## src/rtl/pc_fetch_unit_pkg.sv

```systemverilog
// -----------------------------------------------------------------------------
// riscv_fetch_pkg
// Shared definitions for the instruction fetch stage (pc_fetch_unit and its
// instruction buffer fetch_fifo):
//   NOP_INSTR        - word presented to decode while the buffer is empty
//   DEFAULT_RESET_PC - default fetch address after reset
//   PC_INCR          - sequential fetch stride in bytes
//   fetch_state_e    - fetch FSM encoding (REQ / WAIT / DROP)
//   fetch_entry_t    - one buffered fetch: {pc, instr}
//   align_pc()       - forces a byte address to word alignment
// -----------------------------------------------------------------------------
package riscv_fetch_pkg;

    localparam logic [31:0] NOP_INSTR        = 32'h0000_0013;
    localparam logic [31:0] DEFAULT_RESET_PC = 32'h0000_0000;
    localparam logic [31:0] PC_INCR          = 32'd4;

    typedef enum logic [1:0] {
        ST_REQ  = 2'd0,
        ST_WAIT = 2'd1,
        ST_DROP = 2'd2
    } fetch_state_e;

    typedef struct packed {
        logic [31:0] pc;
        logic [31:0] instr;
    } fetch_entry_t;

    function automatic logic [31:0] align_pc(input logic [31:0] addr);
        return {addr[31:2], 2'b00};
    endfunction

endpackage

```

## src/rtl/pc_fetch_unit_if.sv

```systemverilog
// -----------------------------------------------------------------------------
// pc_fetch_unit_if
// Instruction-memory read channel (req/gnt/rvalid handshake).
//   imem_req    - read request valid            (master -> slave)
//   imem_addr   - word-aligned read address     (master -> slave)
//   imem_gnt    - request accepted this cycle   (slave -> master)
//   imem_rvalid - read data valid, in order     (slave -> master)
//   imem_rdata  - read data                     (slave -> master)
// Modports: master = fetch unit, slave = instruction memory.
// -----------------------------------------------------------------------------
interface pc_fetch_unit_if;

    logic        imem_req;
    logic [31:0] imem_addr;
    logic        imem_gnt;
    logic        imem_rvalid;
    logic [31:0] imem_rdata;

    modport master (
        output imem_req,
        output imem_addr,
        input  imem_gnt,
        input  imem_rvalid,
        input  imem_rdata
    );

    modport slave (
        input  imem_req,
        input  imem_addr,
        output imem_gnt,
        output imem_rvalid,
        output imem_rdata
    );

endinterface

```

## src/rtl/pc_fetch_unit_fifo.sv

```systemverilog
// -----------------------------------------------------------------------------
// fetch_fifo
// Instruction buffer between the memory response path and decode. Stores
// {pc, instr} entries; the head entry is visible combinationally from the
// storage array, so a word pushed into an empty buffer shows up one cycle
// later (no write-to-read bypass).
// Parameters:
//   DEPTH     - number of entries, power of two, >= 2
// Ports:
//   clk       - clock
//   reset_n   - asynchronous active-low reset (control state only)
//   i_push    - write i_wdata at the tail
//   i_pop     - drop the head entry (ignored when empty)
//   i_flush   - discard all entries; wins over push and pop
//   i_wdata   - entry to write
//   o_rdata   - head entry
//   o_count   - number of valid entries
//   o_empty   - no valid entries
// -----------------------------------------------------------------------------
module fetch_fifo
    import riscv_fetch_pkg::*;
#(
    parameter int DEPTH = 2
) (
    input  logic                       clk,
    input  logic                       reset_n,
    input  logic                       i_push,
    input  logic                       i_pop,
    input  logic                       i_flush,
    input  fetch_entry_t               i_wdata,
    output fetch_entry_t               o_rdata,
    output logic [$clog2(DEPTH):0]     o_count,
    output logic                       o_empty
);

    localparam int               AW       = $clog2(DEPTH);
    localparam logic [AW:0]      FULL_CNT = (AW + 1)'(DEPTH);
    localparam logic [AW-1:0]    PTR_ONE  = AW'(1);

    fetch_entry_t   r_mem [DEPTH];
    logic [AW-1:0]  r_wr_ptr;
    logic [AW-1:0]  r_rd_ptr;
    logic [AW:0]    r_count;

    logic           w_push;
    logic           w_pop;

    // Overflow/underflow guards; the fetch credit check keeps pushes off a
    // full buffer, but a defensive guard costs nothing here.
    assign w_push = i_push && (r_count != FULL_CNT);
    assign w_pop  = i_pop  && (r_count != '0);

    always_ff @(posedge clk or negedge reset_n) begin
        if (!reset_n) begin
            r_wr_ptr <= '0;
            r_rd_ptr <= '0;
            r_count  <= '0;
        end else if (i_flush) begin
            r_wr_ptr <= '0;
            r_rd_ptr <= '0;
            r_count  <= '0;
        end else begin
            if (w_push) begin
                r_wr_ptr <= r_wr_ptr + PTR_ONE;
            end
            if (w_pop) begin
                r_rd_ptr <= r_rd_ptr + PTR_ONE;
            end
            r_count <= r_count + {{AW{1'b0}}, w_push} - {{AW{1'b0}}, w_pop};
        end
    end

    // Storage is pure data: no reset, contents are qualified by r_count.
    always_ff @(posedge clk) begin
        if (w_push && !i_flush) begin
            r_mem[r_wr_ptr] <= i_wdata;
        end
    end

    assign o_rdata = r_mem[r_rd_ptr];
    assign o_count = r_count;
    assign o_empty = (r_count == '0);

endmodule

```

## src/rtl/pc_fetch_unit.sv

```systemverilog
// -----------------------------------------------------------------------------
// pc_fetch_unit
// Instruction fetch stage. Holds the PC, issues one word read at a time to
// instruction memory, buffers returned words with their PCs in fetch_fifo and
// hands them to decode over a valid/ready handshake. Execute-stage redirects
// flush the buffer and squash any in-flight wrong-path response.
//
// Optional build macro:
//   FETCH_STALL_CNT_EN - adds stall_cycles, a saturating count of cycles in
//                        which decode back-pressures a valid word or a memory
//                        request waits for grant.
//
// Parameters:
//   RESET_PC   - fetch address after reset (word aligned)
//   FIFO_DEPTH - instruction buffer entries (power of two, >= 2)
// Ports:
//   clk            - clock, all state on rising edge
//   reset_n        - asynchronous active-low reset
//   imem           - instruction memory channel (master modport)
//   redirect_valid - one-cycle pulse: change fetch PC
//   redirect_pc    - new PC, bits [1:0] ignored
//   out_valid      - instruction available to decode
//   out_ready      - decode accepts the head word
//   instruction    - head word (NOP when empty)
//   instr_pc       - PC of head word (RESET_PC when empty)
//   stall_cycles   - stall counter (FETCH_STALL_CNT_EN only)
// -----------------------------------------------------------------------------
module pc_fetch_unit
    import riscv_fetch_pkg::*;
#(
    parameter logic [31:0] RESET_PC   = DEFAULT_RESET_PC,
    parameter int          FIFO_DEPTH = 2
) (
    input  logic                   clk,
    input  logic                   reset_n,
    pc_fetch_unit_if.master        imem,
    input  logic                   redirect_valid,
    input  logic [31:0]            redirect_pc,
    output logic                   out_valid,
    input  logic                   out_ready,
    output logic [31:0]            instruction,
    output logic [31:0]            instr_pc
`ifdef FETCH_STALL_CNT_EN
    ,
    output logic [31:0]            stall_cycles
`endif
);

    localparam int CNT_W = $clog2(FIFO_DEPTH) + 1;

    if (FIFO_DEPTH < 2 || (FIFO_DEPTH & (FIFO_DEPTH - 1)) != 0) begin : g_bad_depth
        $error("pc_fetch_unit: FIFO_DEPTH must be a power of two >= 2");
    end
    if (RESET_PC[1:0] != 2'b00) begin : g_bad_reset_pc
        $error("pc_fetch_unit: RESET_PC must be word aligned");
    end

    fetch_state_e        r_state;
    fetch_state_e        w_state_nxt;
    logic [31:0]         r_pc;
    logic [31:0]         r_req_pc;
    logic                r_run;

    logic                w_grant;
    logic                w_outstanding;
    logic                w_credit;
    logic                w_push;
    logic                w_pop;
    logic                w_flush;
    logic                w_empty;
    logic [CNT_W-1:0]    w_count;
    fetch_entry_t        w_wdata;
    fetch_entry_t        w_head;

    // r_run keeps imem_req low while reset is asserted and for the first
    // cycle after release, so no request is ever driven out of reset.
    always_ff @(posedge clk or negedge reset_n) begin
        if (!reset_n) begin
            r_run <= 1'b0;
        end else begin
            r_run <= 1'b1;
        end
    end

    // Outstanding request exists in WAIT and DROP; only one may be in flight.
    assign w_outstanding = (r_state != ST_REQ);
    assign w_grant       = imem.imem_req && imem.imem_gnt;
    assign w_credit      = ({1'b0, w_count} + {{CNT_W{1'b0}}, w_outstanding})
                           < (CNT_W + 1)'(FIFO_DEPTH);

    // ---------------- FSM: state register ----------------
    always_ff @(posedge clk or negedge reset_n) begin
        if (!reset_n) begin
            r_state <= ST_REQ;
        end else begin
            r_state <= w_state_nxt;
        end
    end

    // ---------------- FSM: next state ----------------
    always_comb begin
        w_state_nxt = r_state;
        if (redirect_valid) begin
            // A response still owed by memory (granted now, or in flight and
            // not returning this cycle) must be swallowed in DROP.
            if (w_grant || (w_outstanding && !imem.imem_rvalid)) begin
                w_state_nxt = ST_DROP;
            end else begin
                w_state_nxt = ST_REQ;
            end
        end else begin
            case (r_state)
                ST_REQ:  if (w_grant)           w_state_nxt = ST_WAIT;
                ST_WAIT: if (imem.imem_rvalid)  w_state_nxt = ST_REQ;
                ST_DROP: if (imem.imem_rvalid)  w_state_nxt = ST_REQ;
                default:                        w_state_nxt = ST_REQ;
            endcase
        end
    end

    // ---------------- FSM: outputs ----------------
    always_comb begin
        imem.imem_req  = r_run && (r_state == ST_REQ) && w_credit;
        imem.imem_addr = r_pc;
        w_flush        = redirect_valid;
        w_push         = (r_state == ST_WAIT) && imem.imem_rvalid && !redirect_valid;
        w_pop          = out_valid && out_ready && !redirect_valid;
    end

    // PC register: redirect overrides the sequential increment.
    always_ff @(posedge clk or negedge reset_n) begin
        if (!reset_n) begin
            r_pc <= RESET_PC;
        end else if (redirect_valid) begin
            r_pc <= align_pc(redirect_pc);
        end else if (w_grant) begin
            r_pc <= r_pc + PC_INCR;
        end
    end

    // Address of the request in flight, paired with its returning data.
    always_ff @(posedge clk) begin
        if (w_grant) begin
            r_req_pc <= r_pc;
        end
    end

    assign w_wdata.pc    = r_req_pc;
    assign w_wdata.instr = imem.imem_rdata;

    fetch_fifo #(
        .DEPTH   (FIFO_DEPTH)
    ) u_fifo (
        .clk     (clk),
        .reset_n (reset_n),
        .i_push  (w_push),
        .i_pop   (w_pop),
        .i_flush (w_flush),
        .i_wdata (w_wdata),
        .o_rdata (w_head),
        .o_count (w_count),
        .o_empty (w_empty)
    );

    assign out_valid   = !w_empty;
    assign instruction = w_empty ? NOP_INSTR : w_head.instr;
    assign instr_pc    = w_empty ? RESET_PC  : w_head.pc;

`ifdef FETCH_STALL_CNT_EN
    function automatic logic [31:0] sat_inc32(input logic [31:0] v);
        return (v == 32'hFFFF_FFFF) ? v : v + 32'd1;
    endfunction

    logic        w_stall;
    logic [31:0] r_stall_cnt;

    assign w_stall = (out_valid && !out_ready) || (imem.imem_req && !imem.imem_gnt);

    always_ff @(posedge clk or negedge reset_n) begin
        if (!reset_n) begin
            r_stall_cnt <= '0;
        end else if (w_stall) begin
            r_stall_cnt <= sat_inc32(r_stall_cnt);
        end
    end

    assign stall_cycles = r_stall_cnt;
`endif

    // Response with nothing in flight: ignored by the FSM, but worth flagging.
    a_no_stray_rvalid: assert property (
        @(posedge clk) disable iff (!reset_n)
        !(imem.imem_rvalid && (r_state == ST_REQ))
    ) else $warning("pc_fetch_unit: imem_rvalid with no outstanding request ignored");

endmodule

```

## src/flat_wrapper.sv

```systemverilog
// flat-port wrapper written by rule: the top's interface ports become plain ports
module pc_fetch_unit_flat import riscv_fetch_pkg::*;
#(
    parameter logic [31:0] RESET_PC   = DEFAULT_RESET_PC,
    parameter int          FIFO_DEPTH = 2
)
  (clk, reset_n, redirect_valid, redirect_pc, out_valid, out_ready, instruction, instr_pc, imem_imem_req, imem_imem_addr, imem_imem_gnt, imem_imem_rvalid, imem_imem_rdata);
  pc_fetch_unit_if imem_i ();
  input  logic clk;
  input  logic reset_n;
  input  logic redirect_valid;
  input  logic [31:0] redirect_pc;
  output logic out_valid;
  input  logic out_ready;
  output logic [31:0] instruction;
  output logic [31:0] instr_pc;
  output wire logic [$bits(imem_i.imem_req)-1:0] imem_imem_req;
  output wire logic [$bits(imem_i.imem_addr)-1:0] imem_imem_addr;
  input wire logic [$bits(imem_i.imem_gnt)-1:0] imem_imem_gnt;
  input wire logic [$bits(imem_i.imem_rvalid)-1:0] imem_imem_rvalid;
  input wire logic [$bits(imem_i.imem_rdata)-1:0] imem_imem_rdata;
  assign imem_imem_req = imem_i.imem_req;
  assign imem_imem_addr = imem_i.imem_addr;
  assign imem_i.imem_gnt = imem_imem_gnt;
  assign imem_i.imem_rvalid = imem_imem_rvalid;
  assign imem_i.imem_rdata = imem_imem_rdata;
  pc_fetch_unit #(.RESET_PC(RESET_PC), .FIFO_DEPTH(FIFO_DEPTH)) u_core (.clk(clk), .reset_n(reset_n), .imem(imem_i), .redirect_valid(redirect_valid), .redirect_pc(redirect_pc), .out_valid(out_valid), .out_ready(out_ready), .instruction(instruction), .instr_pc(instr_pc));
endmodule
```

## config.mk

```make
export PLATFORM = sky130hd
export DESIGN_NAME = pc_fetch_unit_flat
export DESIGN_NICKNAME = d
export VERILOG_FILES = /design/src/rtl/pc_fetch_unit_pkg.sv /design/src/rtl/pc_fetch_unit_if.sv /design/src/rtl/pc_fetch_unit_fifo.sv /design/src/rtl/pc_fetch_unit.sv /design/src/flat_wrapper.sv
export SDC_FILE = /design/constraint.sdc
export NUM_CORES = 1
export LEC_CHECK = 0
export CAP_MARGIN = 20
export CORE_MARGIN = 8
export CORE_UTILIZATION = 40
export DETAILED_ROUTE_END_ITERATION = 10
export GPL_TIMING_DRIVEN = 0
export SYNTH_ARGS = -nofsm -noshare
export SYNTH_HDL_FRONTEND = slang
export SYNTH_HIERARCHICAL = 1
export SYNTH_SLANG_ARGS = --single-unit
```

## constraint.sdc

```tcl
create_clock -name clk -period 8.5 [get_ports clk]
set_clock_uncertainty 0.1 [all_clocks]
set_input_delay 1.7 -clock clk [delete_from_list [all_inputs] [get_ports clk]]
set_output_delay 1.7 -clock clk [all_outputs]
set_load 0.02 [all_outputs]
```

Word-level counts from Yosys, hierarchy flattened:

Memory sizes are Yosys's and may differ from the RTL's.
Cells that the tools add are included.

* order comparisons: 1
* reduce and logical (&&, ||, !) cells: 24
* mux-type cells: 16
* $add $sub $neg: 6
* eq/ne operators: 5

Operators by type and width (number)
* $mux W32: 4
* $add A32 B3 Y32 const B: 1
* $logic_and A1 B1 Y1: 11
* $mux W2: 5
* $reduce_bool A2 Y1: 5
* $mux W1: 6
* $logic_not A2 Y1: 2
* $pmux W2 S2: 1
* $add A2 B1 Y3: 1
* $logic_not A1 Y1: 3
* $lt A3 B2 Y1 const B: 1
* $ne A3 B1 Y1 const B: 1
* $ne A3 B2 Y1 const B: 1
* $add A1 B1 Y1 const B: 2
* $add A2 B1 Y2: 1
* $eq A2 B1 Y1 const B: 1
* $eq A2 B2 Y1 const B: 1
* $ne A2 B2 Y1 const B: 1
* $reduce_and A2 Y1: 1
* $reduce_or A2 Y1: 1
* $sub A2 B1 Y2: 1
* $logic_or A1 B1 Y1: 1

* word-level logic and storage cells: 60
* bits in writable memories: 128
* output and inout port bits: 98
* input bits: 70
* memories kept: 1
* register bits after elaboration: 71

Memories
* u_core.u_fifo.r_mem: words 2, width 64, read ports 1, clocked after memory_dff 0, write ports 1, line pc_fetch_unit_fifo.sv:40 `fetch_entry_t r_mem [DEPTH];`

Longest topological paths before layout:

* depth after elaboration: 8
* mapped depth: 11
* depth with buffers taken out: 10

By module:

Netlist, hierarchy kept.

By module, submodules not included
* fetch_fifo: instances 1, area each 5058.6 µm², cells each 223, sequential area each 3943.8 µm²
* pc_fetch_unit: instances 1, area each 3360.7 µm², cells each 339, sequential area each 1726.7 µm²

Worst setup path after synthesis:

Ideal clock, no wire load.

* path kind: input-to-reg
* from: in redirect_valid
* to: mem u_core/u_fifo/r_mem[1][0] in the netlist's numbering (enable)
* setup slack: 0.562 ns
* path buffers: 2
* data arrival time: 7.260 ns
* library setup time: 0.578 ns
* required time: 7.822 ns
* stages on the path: 6
* path through: inv_1 > clkbuf_1 > clkbuf_1 > and3_1 > o21ai_2 > nor3b_1

* word-level cells in the longest chain between the ends: 6

Ends and longest elaborated chain
* start: declaration: line flat_wrapper.sv:11 `input logic redirect_valid;`
* $logic_not A1 Y1: line pc_fetch_unit.sv:126 `w_push = (r_state == ST_WAIT) && imem.imem_rvalid && !redirect_valid;`
* $logic_and A1 B1 Y1: line pc_fetch_unit.sv:126
* via u_core.w_push: line pc_fetch_unit.sv:67 `logic w_push;`
* $logic_and A1 B1 Y1: line pc_fetch_unit_fifo.sv:50 `assign w_push = i_push && (r_count != FULL_CNT);`
* $logic_and A1 B1 Y1: line pc_fetch_unit_fifo.sv:75 `if (w_push && !i_flush) begin`
* $mux W1: line pc_fetch_unit_fifo.sv:75
* $mux W1 (implied by the code): line pc_fetch_unit_fifo.sv:76 `r_mem[r_wr_ptr] <= i_wdata;`
* end: declaration: line pc_fetch_unit_fifo.sv:40

The timed path passes the listed nets, and every way through them passes these cells.

Worst setup path in the final report:

* from: in redirect_valid
* to: mem u_core/u_fifo/r_mem[1][10] in the netlist's numbering (enable)

The elaborated chain is that of the path after synthesis.

==> results.toml <==
[clock_network]
cts_tree = "done"
post_cts_buffers = 0
post_cts_resized = 0
htreeDepth = 4
holdBufCountCts = 0
clk_latency_ps = 420
cts_buffers = 17
cts_sinks = 195
cts_root_buf = "clkbuf_16"
clock_path_buffers = 2
clk_pin_slew_worst_paths_ps = 70

[logic_synthesis]
syn_area_um2 = 8420
ys.warnings.count = 6
ys.flop_type = "edfxtp_1"
synth-async-reset-ratio_pct = 19.0
syn_inst = 562
syn_avg_cell_area_um2 = 15.0
synth_cell_types = 45
synth_seq_cells = 195
synth-seq-area-share_pct = 67.4
synth_edf_count = 158

[sta]
fin_crit_sh_pct = 58.7
finalHoldViolations = 0
slew_headroom_pct = 35.5
period_needed_ps = 4990
fmax_mhz = 200
maxSlewViolCount = 0
rsz0062_at_grt = "false"
post-route-worst-setup-slack_ps = 3510
setup_viol = 0
worst_slew_pin_slew_ps = 962

[grt]
grt_pass1_vias = 5580
grt_pass1_wl_um = 30600
overflow = 0
grt_max_degree = 39
grtUsageTotal_pct = 15.1
antenna_found_initial = 0

[detailed_routing]
drc = 0
wl_met2_um = 8960
routed-wl-met3_um = 1480
top_layer = "met4"
vias = 5334
met1_length_um = 8640
drt_iter0_markers = 317
routed_via_density = 5.08
dr.pass1.iters = 4
wirelength_um = 19400
wire_per_inst_um = 18.5
antenna_left = 0

[power]
combPwrFrac_pct = 9.4
power_frac_clock_pct = 37.1
switching_power_w = 0.000507
ir_worst_vdd_v = 0.000132
pwr-share-seq_pct = 53.5
switching_share_pct = 24.5
p_int_w = 0.00156
total_power_w = 0.00207
powerDensity_nw_per_um2 = 186
power_leakage_nw = 3.84

[placement]
place_ws_ps = 3080
gp_congestion = 0.865
io_buffers = 163
dpl.hpwl_um = 14400
placed_area_um2 = 10600

[critical_path]
path_delay_family = "buffers and inverters"
worstPathMaxFanout = 12
path_class = "in2reg"
startpoint_type = "input pin"
cp_slowest_cell = "nor3b_2"
crit_chain = "clkdlybuf4s50_1 -> inv_1 -> clkbuf_1 -> clkbuf_1 -> and3_1 -> o21ai_2 -> nor3b_2 -> buf_6 -> buf_6"
reg2reg_depth = 9
r2r-end = "u_core/imem.imem_addr[24]"
crit_buf_inv = 6
cp-end-kind = "flop"
critPathRequiredTime_ps = 8530
r2r_slack_ps = 5220
slowest_delay_ps = 780
critPathArrivalTime_ps = 5020
r2r-start = "u_core/r_state[1]"

[hold_path]
worst_hold_path.endpoint = "u_core/u_fifo/r_mem[0][58]"
hold_start = "u_core/r_req_pc[26]"
holdPathStages = 0
hold_class = "reg2reg"

[cells_and_area]
drive_gt1_share_pct = 16.7
n_fill_cell = 1776
fin_nets = 836
regArea_um2 = 5670
design_area_um2 = 11100
finish.utilization_pct = 53.5
synthToLayoutAreaGrowth_pct = 32.2
diodes = 0
final_common_cell = "clkdlybuf4s50_1"
final_cell_mix = "clkdlybuf4s50_1, edfxtp_1, nor2b_1, mux2_4, dfrtp_1"
multi_input_comb_area_um2 = 2540

[floorplan]
coreArea_um2 = 20800
die-width_um = 161
ios = 168
dieArea_um2 = 25900
core.rowCount = 53
die_y_um = 161
start_util_pct = 40.4

[status]
status = "completed"

[job]
drv_cap = 0
[state kept, by name, indices dropped and copies added (netlist names)]
name / cells
u_core/imem.imem_addr: 30
u_core/r_run: 1
u_core/u_fifo/r_wr_ptr: 1
u_core/r_req_pc: 30
u_core/u_fifo/r_mem: 128
u_core/u_fifo/o_count: 2
u_core/u_fifo/r_rd_ptr: 1
u_core/r_state: 2
[layer usage]
layer  global-route usage, %  vias up
met5                       0        -
met4                    5.60        0
met3                    4.30       19
met2                    23.8      223
met1                    19.6     2601
li1                        -     2491
[layout make-up]
| cell class | instances | share of cell area, % |
|---|---|---|
| tap | 275 | 3.09 |
| inverter | 14 | 0.472 |
| clock inverter | 13 | 1.24 |
| sequential | 195 | 50.9 |
| buffer | 31 | 1.66 |
| multi-input combinational | 327 | 22.8 |
| timing repair buffer | 175 | 15.8 |
| clock buffer | 19 | 3.98 |
[cell usage after synthesis (2+ instances only)]
| master | count | share of area, % |
|---|---|---|
| and4_1 | 3 | 0.31 |
| ha_1 | 5 | 0.74 |
| or3_1 | 9 | 0.67 |
| nand4_1 | 9 | 0.67 |
| mux2_2 | 15 | 2.0 |
| nand3_1 | 9 | 0.53 |
| buf_4 | 2 | 0.18 |
| nor4_1 | 4 | 0.30 |
| a21oi_1 | 2 | 0.12 |
| nor2_1 | 25 | 1.1 |
| buf_6 | 8 | 1.1 |
| nand2_1 | 24 | 1.1 |
| conb_1 | 2 | 0.089 |
| xnor2_1 | 8 | 0.83 |
| o21ai_0 | 14 | 0.83 |
| or4_1 | 19 | 1.7 |
| edfxtp_1 | 158 | 56 |
| inv_1 | 13 | 0.58 |
| clkbuf_1 | 20 | 0.89 |
| nor2b_1 | 64 | 4.8 |
| o31ai_1 | 16 | 1.4 |
| dfrtp_1 | 37 | 11 |
| nor3_1 | 2 | 0.12 |
| and3_1 | 3 | 0.22 |
| a31oi_1 | 17 | 1.3 |
| xor2_1 | 4 | 0.42 |
| or2_2 | 3 | 0.22 |
| mux2_4 | 50 | 8.9 |
[cell families (layout without fill, tap and decap cells)]
family	count (synthesis)	after routing	share of synthesized area (%)
compound gates	57	57	4.41
xor+xnor	12	12	1.25
fa+ha+maj	5	5	0.743
buf+inv	45	252	2.82
flops	195	195	67.4
mux	66	66	11.0
other cells	2	7	0.0892
simple gates	180	180	12.3
[per-stage QoR]
stage	instances	TNS, ps	hold WS [ps]
finish	1049	0	349
global route	1049	0	357
CTS	1049	0	349
detailed placement	1017	0	330
global placement	1005	-386560	327
floorplan	567	0	321
[how the worst max path moves through the flow]
stage                         startpoint                          to  slack (ps)  cells past startpoint
final                     redirect_valid  u_core/u_fifo/r_mem[1][10]        3510                      9
after global routing      redirect_valid  u_core/u_fifo/r_mem[1][10]        3260                      9
after CTS                 redirect_valid  u_core/u_fifo/r_mem[1][10]        3530                      9
after detailed placement  redirect_valid  u_core/u_fifo/r_mem[1][13]        3080                      9
after global placement    redirect_valid  u_core/u_fifo/r_mem[1][13]       -3290                      7
after floorplan           redirect_valid   u_core/u_fifo/r_mem[1][0]         560                      6
[power by group through the flow]
stage	clock, W	sequential [W]	combinational, W
6_report	0.000768	0.00111	0.000195
5_1_grt	0.000828	0.00111	0.000212
4_1_cts	0.000792	0.00111	0.000197
3_5_place_dp	0	0.00113	0.000195
3_3_place_gp	0	0.00113	0.000192
2_1_floorplan	0	0.00113	0.0000739
Power figures use the tool's default switching activity.
